### config.mk
export PLATFORM = sky130hd
export DESIGN_NAME = pc_sequencer
export DESIGN_NICKNAME = d
export VERILOG_FILES = /design/src/rtl/pc_sequencer.sv
export SDC_FILE = /design/constraint.sdc
export NUM_CORES = 1
export LEC_CHECK = 0
export CAP_MARGIN = 20
export CORE_MARGIN = 5
export CORE_UTILIZATION = 37
export DETAILED_ROUTE_END_ITERATION = 7
export PLACE_DENSITY_LB_ADDON = 0.2
export SYNTH_ARGS = -nofsm -noshare
export SYNTH_HDL_FRONTEND = slang
export SYNTH_SLANG_ARGS = --single-unit
export TNS_END_PERCENT = 20
### constraint.sdc
create_clock -name Clk -period 2.65 [get_ports Clk]
set_clock_uncertainty 0.05 [all_clocks]
set_input_delay 0.6625 -clock Clk [delete_from_list [all_inputs] [get_ports Clk]]
set_output_delay 0.6625 -clock Clk [all_outputs]
set_load 0.02 [all_outputs]
### src/rtl/pc_sequencer.sv
// pc_sequencer: program-counter sequencer holding the current fetch address.
// Each cycle the next address is picked by fixed priority: exception, stall,
// jump, branch, then sequential PC + STEP. Any candidate above LIMIT wraps to
// RESET_VEC, except the exception vector. After reset the PC stays frozen at
// RESET_VEC for a programmable number of hold cycles.
// Ports:
//   Clk, Reset (async, active-high)
//   Stall, BranchEn/BranchTarget, JumpEn/JumpTarget, ExcEn  - next-PC controls
//   PC (registered), PCPlus (comb PC+STEP), Valid, Wrapped, Misalign
module pc_sequencer #(
  parameter int unsigned      WIDTH       = 32,
  parameter logic [WIDTH-1:0] RESET_VEC   = '0,
  parameter int unsigned      STEP        = 4,
  parameter logic [WIDTH-1:0] LIMIT       = WIDTH'(36),
  parameter int unsigned      HOLD_CYCLES = 1,
  parameter logic [WIDTH-1:0] EXC_VEC     = WIDTH'('h80)
) (
  input  logic             Clk,
  input  logic             Reset,
  input  logic             Stall,
  input  logic             BranchEn,
  input  logic [WIDTH-1:0] BranchTarget,
  input  logic             JumpEn,
  input  logic [WIDTH-1:0] JumpTarget,
  input  logic             ExcEn,
  output logic [WIDTH-1:0] PC,
  output logic [WIDTH-1:0] PCPlus,
  output logic             Valid,
  output logic             Wrapped,
  output logic             Misalign
);

  typedef enum logic {S_HOLD, S_RUN} state_t;

  localparam logic [WIDTH-1:0] STEP_V     = WIDTH'(STEP);
  // STEP is a power of two, so STEP-1 covers exactly the low log2(STEP) bits.
  localparam logic [WIDTH-1:0] ALIGN_MASK = STEP_V - WIDTH'(1);
  localparam logic [3:0]       HOLD_INIT  = 4'(HOLD_CYCLES);

  state_t           state, state_d;
  logic [3:0]       hold_cnt, hold_cnt_d;
  logic [WIDTH-1:0] pc_q, pc_d;
  logic             wrapped_q, wrapped_d;
  logic             misalign_q, misalign_d;
  logic [WIDTH-1:0] cand;

  // Sum is truncated to WIDTH bits, so overflow wraps modulo 2^WIDTH.
  assign PCPlus   = pc_q + STEP_V;
  assign PC       = pc_q;
  assign Valid    = (state == S_RUN);
  assign Wrapped  = wrapped_q;
  assign Misalign = misalign_q;

  always_ff @(posedge Clk or posedge Reset) begin
    if (Reset) begin
      state      <= S_HOLD;
      hold_cnt   <= HOLD_INIT;
      pc_q       <= RESET_VEC;
      wrapped_q  <= 1'b0;
      misalign_q <= 1'b0;
    end else begin
      state      <= state_d;
      hold_cnt   <= hold_cnt_d;
      pc_q       <= pc_d;
      wrapped_q  <= wrapped_d;
      misalign_q <= misalign_d;
    end
  end

  always_comb begin
    state_d    = state;
    hold_cnt_d = hold_cnt;
    pc_d       = pc_q;
    wrapped_d  = 1'b0;
    misalign_d = 1'b0;
    cand       = PCPlus;

    case (state)
      S_HOLD: begin
        // PC frozen and every enable ignored; leave on the edge seen at zero.
        if (hold_cnt == 4'd0) begin
          state_d = S_RUN;
        end else begin
          hold_cnt_d = hold_cnt - 4'd1;
        end
      end

      S_RUN: begin
        if (ExcEn) begin
          // Exception vector is loaded as-is, never subject to the limit check.
          pc_d = EXC_VEC;
        end else if (!Stall) begin
          if (JumpEn) begin
            cand       = JumpTarget & ~ALIGN_MASK;
            misalign_d = |(JumpTarget & ALIGN_MASK);
          end else if (BranchEn) begin
            cand       = BranchTarget & ~ALIGN_MASK;
            misalign_d = |(BranchTarget & ALIGN_MASK);
          end

          if (cand > LIMIT) begin
            pc_d      = RESET_VEC;
            wrapped_d = 1'b1;
          end else begin
            pc_d = cand;
          end
        end
      end
    endcase
  end

endmodule

Word-level counts from Yosys, hierarchy flattened
Index checks and enable logic that the tools add are counted.
Widths: inputs -> output; s select.
{"block": "word_totals", "regBits": 39, "latch_bits": 0, "ram_bits": 0, "romBits": 0, "inputBits": 70, "wordCells": 35, "memories": 0}
{"block": "classes", "n_addsub": 2, "n_mul": 0, "n_div": 0, "magnitude_cmp": 1, "n_eq_ne": 1, "n_shift": 0, "mux": 19, "bitwise_logic": 2, "reduce_logical": 5}
{"cell": "$mux 32", "n": 8}
{"cell": "$add 32x3->32 const B", "n": 1}
{"cell": "$gt 32x6->1 const B", "n": 1}
{"cell": "$mux 1", "n": 11}
{"cell": "$logic_not 4->1", "n": 1}
{"cell": "$reduce_and 2->1", "n": 2}
{"cell": "$reduce_or 2->1", "n": 2}
{"cell": "$sub 4x1->4 const B", "n": 1}
{"cell": "$ne 2x1->1 const B", "n": 1}
{"cell": "$not 1->1", "n": 2}

Longest topological paths before layout
{"block": "depth", "depth_word": 11, "ltp_mapped": 11, "depth_no_buf": 9}

Worst setup path after synthesis
No wires, ideal clock.
{"block": "synth_timing", "path_kind": "reg-to-reg", "startpoint": "reg pc_q[5], in the netlist PC[5]", "endpoint": "reg pc_q[0], in the netlist PC[0]", "setup_time_ps": 78, "arrival_time_ps": 3068, "setup_slack_ps": -546, "stages_incl_launch_ff": 10, "path_buffers": 1, "path_cell_list": "dfrtp_1 > buf_4 > nand2_1 > or4_4 > nor4_1 > xor2_1 > nor4_1 > o311ai_4 > or4_1 > a21boi_1"}
{"block": "synth_via", "elab_chain_cells": 10}
{"item": "start: declaration", "line_no": "42", "source": "logic [WIDTH-1:0] pc_q, pc_d;"}
{"item": "start signal: assignment", "line_no": "64", "source": "pc_q <= pc_d;"}
{"item": "$add 32x3->32", "line_no": "48", "source": "assign PCPlus = pc_q + STEP_V;"}
{"item": "via PCPlus[31]", "line_no": "27", "source": "output logic [WIDTH-1:0] PCPlus,"}
{"item": "$mux 32", "line_no": "96", "source": "end else if (BranchEn) begin"}
{"item": "$mux 32", "line_no": "93", "source": "if (JumpEn) begin"}
{"item": "$mux 32", "line_no": "92", "source": "end else if (!Stall) begin"}
{"item": "$mux 32", "line_no": "89", "source": "if (ExcEn) begin"}
{"item": "$mux 32", "line_no": "78", "source": "case (state)"}
{"item": "$gt 32x6->1", "line_no": "101", "source": "if (cand > LIMIT) begin"}
{"item": "$mux 32", "line_no": "101"}
{"item": "$mux 32", "line_no": "92"}
{"item": "$mux 32", "line_no": "89"}
The timed path passes the listed nets, and every way through them passes these cells. The select of a mux whose other input is x is not followed.
A chain may end at the register's enable or synchronous reset.

Worst setup path after layout
{"block": "layout_timing", "startpoint": "reg pc_q[3], in the netlist PC[3]", "endpoint": "reg pc_q[3], in the netlist PC[3]"}
{"block": "layout_via", "elab_chain_cells": 10}
{"item": "$add 32x3->32 *", "line_no": "48"}
{"item": "$mux 32 *", "line_no": "96"}
{"item": "$mux 32 *", "line_no": "93"}
{"item": "$mux 32 *", "line_no": "92"}
{"item": "$mux 32 *", "line_no": "89"}
{"item": "$mux 32 *", "line_no": "78"}
{"item": "$gt 32x6->1", "line_no": "101"}
{"item": "$mux 32 *", "line_no": "101"}
{"item": "$mux 32 *", "line_no": "92"}
{"item": "$mux 32 *", "line_no": "89"}
Mark *: on every way between the ends. The rest lies on a longest branch, timed or not. The select of a mux whose other input is x is not followed.

==> results.yml <==
clock_tree:
  cts-buffers-inserted: 5
  root_buffer: "clkbuf_8"
  clk-insertion-delay-late_ns: 0.30
  path_clk_slew_ns: 0.08
  h-tree-depth: 2
  cts_tree: "built"
  hold_buffers: 0
  clk_path_buf_depth: 2
  cts.sinks: 39
global_route:
  grt_max_degree: 40
  grt_pass1_vias: 3424
  grt-ovfl-total: 0
  antenna_found_initial: 0
  grt_pass1_wl_um: 17300
  grtUsageTotal_pct: 22.6
synth:
  yosysTopAreaCell: "dfrtp_1"
  netlist_area_mm2: 0.00280
  synthArstFlopShare_pct: 100
  yosys_warnings: 0
  avgSynthCellArea_um2: 9.02
  synthTopCellsByArea: "dfrtp_1, and2_1, xnor2_1"
  synth-compound-area-share_pct: 15.6
  ys_types: 64
  synth_edf_count: 0
  ys_seq_area_share_pct: 34.9
  synth-seq-cells: 39
  yosys.area_share.simple_pct: 31.8
  synthAdderAreaFrac_pct: 0.894
  synth_nets: 382
  synth_top_area_share_pct: 34.0
  syn_inst: 310
  synthMuxAreaShare_pct: 0.760
  synth_top_family_by_area: "simple AND/OR/NAND/NOR gates"
  synth_xor_xnor_area_share_pct: 8.14
  synth_flop_cell: "dfrtp_1"
hold_path:
  hold_class: "register to register"
  min_from: "hold_cnt[0]$_DFFE_PP1P_"
  hold_path_end: "hold_cnt[0]$_DFFE_PP1P_"
  whs_path_depth: 1
timing:
  slew_headroom_pct: 59.1
  worst_pin_slew_ns: 0.608
  final-max-slew-violation-count: 0
  fin_crit_ns: 3.06
  fmax_mhz: 326
  rsz0062_at_grt: "yes"
  fin_hold_ws_ns: 0.452
  setup_viol: 26
  setup_ws_ns: -0.414
  post-route-period-util_pct: 116
  hold_viol: 0
cells_and_area:
  final_util_pct: 71.9
  diodes: 0
  final_layout_size_suffix_gt1_share_pct: 35.2
  final_common_cell: "clkdlybuf4s50_1"
  syn_to_final_growth_pct: 87.5
  layout.nets: 600
  fillers: 583
  final_cell_mix: "clkdlybuf4s50_1, buf_4, dfrtp_1, and2_1"
die:
  core_mm2: 0.00729
  die_w_um: 97.0
  die_h_um: 97.0
  design.die.area_mm2: 0.00940
  start_util_pct: 38.4
  io_pins: 137
  rows: 31
worst_setup_path:
  critPathLaunchType: "register"
  crit_required_ns: 2.83
  endpoint_kind: "register"
  reg2reg_setup_slack_ns: -0.41
  rr_endpoint: "PC[3]$_DFFE_PP0P_"
  crit_fanout: 4
  crit_type: "register to register"
  rr_startpoint: "PC[3]$_DFFE_PP0P_"
  crit_arrival_ns: 3.25
  r2r_cells: 14
power_and_ir_drop:
  p_sw_share_pct: 25.1
  internal_power_mw: 0.989
  power_frac_comb_pct: 19.8
  p_total_mw: 1.32
  ir_worst_vdd_mv: 0.190
  seqPwrFrac_pct: 45.3
  pwr-share-clk_pct: 34.8
  p_per_area_mw_per_mm2: 252
  p_sw_mw: 0.332
  leakagePower_nw: 2.39
routing:
  drtPass1Iterations: 4
  viasPerCell: 5.29
  remaining_drc_errors: 0
  wirelength_um: 11300
  first_iter_violations: 183
  via_count: 3321
  wl_per_cell_um: 18.0
  ant_nets: 0
placement:
  numPortBuffers: 136
  place_congestion: 0.928
  dp_hpwl_um: 8860
flow_run:
  maxCapViolations: 0
run_status:
  failed_checks: "setup timing"
  status: "finished, violations left"
Yosys cell counts (2+ instances only):
cell,count
o22ai_1,2
nor3_1,8
a31oi_1,2
nor4_1,17
buf_2,4
buf_6,6
clkbuf_1,4
xnor2_1,13
a21oi_1,6
xor2_1,13
o31ai_1,4
dfrtp_1,38
inv_1,18
o41ai_1,4
o32ai_1,2
or4_1,2
nand2b_1,7
o31a_1,2
nand2_1,17
and4_4,2
and4_1,4
buf_4,5
o21ai_0,8
nor2_1,19
nand3_1,14
and3_1,3
a21boi_1,3
a22o_1,3
nand4_1,15
and2_1,25
or2_2,5
ha_1,2
nor4_4,2
layer usage:
metal	up-vias	share of wire [%]	track usage (%)
li1	1568	-	-
met1	1596	40	27.8
met2	136	52	39.4
met3	21	6.7	4.68
met4	0	2.2	7.24
met5	-	0	0
registers in the layout (all words and copies together) (netlist names):
register / flops
hold_cnt: 4
Misalign: 1
Wrapped: 1
PC: 32
Valid: 1
layout make-up:
cell class | count | area (um2) | area share [%]
multi-input combinational | 232 | 1860 | 35.5
tap | 99 | 124 | 2.36
timing repair buffer | 232 | 2090 | 39.9
inverter | 18 | 67.6 | 1.29
clock inverter | 1 | 7.51 | 0.143
clock buffer | 7 | 96.3 | 1.84
sequential | 39 | 993 | 18.9
repair_timing:
item,in CTS,in global routing
buffers inserted,2,8
pin swaps,9,16
endpoints found under the setup margin,32,31
gates resized for setup,110,33
gates cloned,0,0
kinds of logic (layout without fill, tap and decap cells):
kind of cell / after synthesis / count (layout)
multiplexers: 2 / 2
XOR/XNOR: 26 / 26
AO/OA/AOI/OAI: 54 / 54
buffers and inverters: 39 / 258
flip-flops: 39 / 39
adder cells (fa/ha/maj): 2 / 2
AND/OR/NAND/NOR: 148 / 148
metrics by stage:
step / cells / setup slack, ns / TNS, ns / instance area (um2)
6_report: 628 / -0.414 / -5.63 / 5250
5_1_grt: 628 / -0.518 / -8.00 / 5250
4_1_cts: 620 / -0.324 / -4.88 / 5070
3_5_place_dp: 610 / -0.747 / -9.68 / 4850
3_3_place_gp: 610 / -0.608 / -8.62 / 4850
2_1_floorplan: 310 / -0.198 / -0.890 / 2870
power by group through the flow:
stage	Sequential, mW	Clock [mW]	Combinational [mW]
after floorplan	0.614	0	0.0870
after global placement	0.611	0	0.246
after detailed placement	0.611	0	0.250
after CTS	0.599	0.465	0.253
after global routing	0.599	0.491	0.279
final	0.599	0.460	0.262
critical path, cell delays in order, from the launching register on:
cell and delay (ns):
dfrtp_2 0.45, buf_6 0.13, ha_4 0.15, and4_4 0.16, buf_6 0.12, and3_4 0.15, and3_4 0.19, xor2_4 0.19
buf_6 0.12, nor4_4 0.27, buf_4 0.16, o311ai_4 0.09, buf_12 0.15, nor4_4 0.38, a32o_1 0.23
worst max path at each step:
stage	start	endpoint	slack, ns
2_1_floorplan	PC[2]$_DFFE_PP0P_	PC[1]$_DFFE_PP0P_	-0.20
3_3_place_gp	BranchEn	PC[1]$_DFFE_PP0P_	-0.61
3_5_place_dp	BranchEn	PC[0]$_DFFE_PP0P_	-0.75
4_1_cts	PC[3]$_DFFE_PP0P_	PC[0]$_DFFE_PP0P_	-0.32
5_1_grt	PC[3]$_DFFE_PP0P_	PC[3]$_DFFE_PP0P_	-0.52
6_report	PC[3]$_DFFE_PP0P_	PC[3]$_DFFE_PP0P_	-0.41
Note: power is estimated with default switching activity, not from simulation.
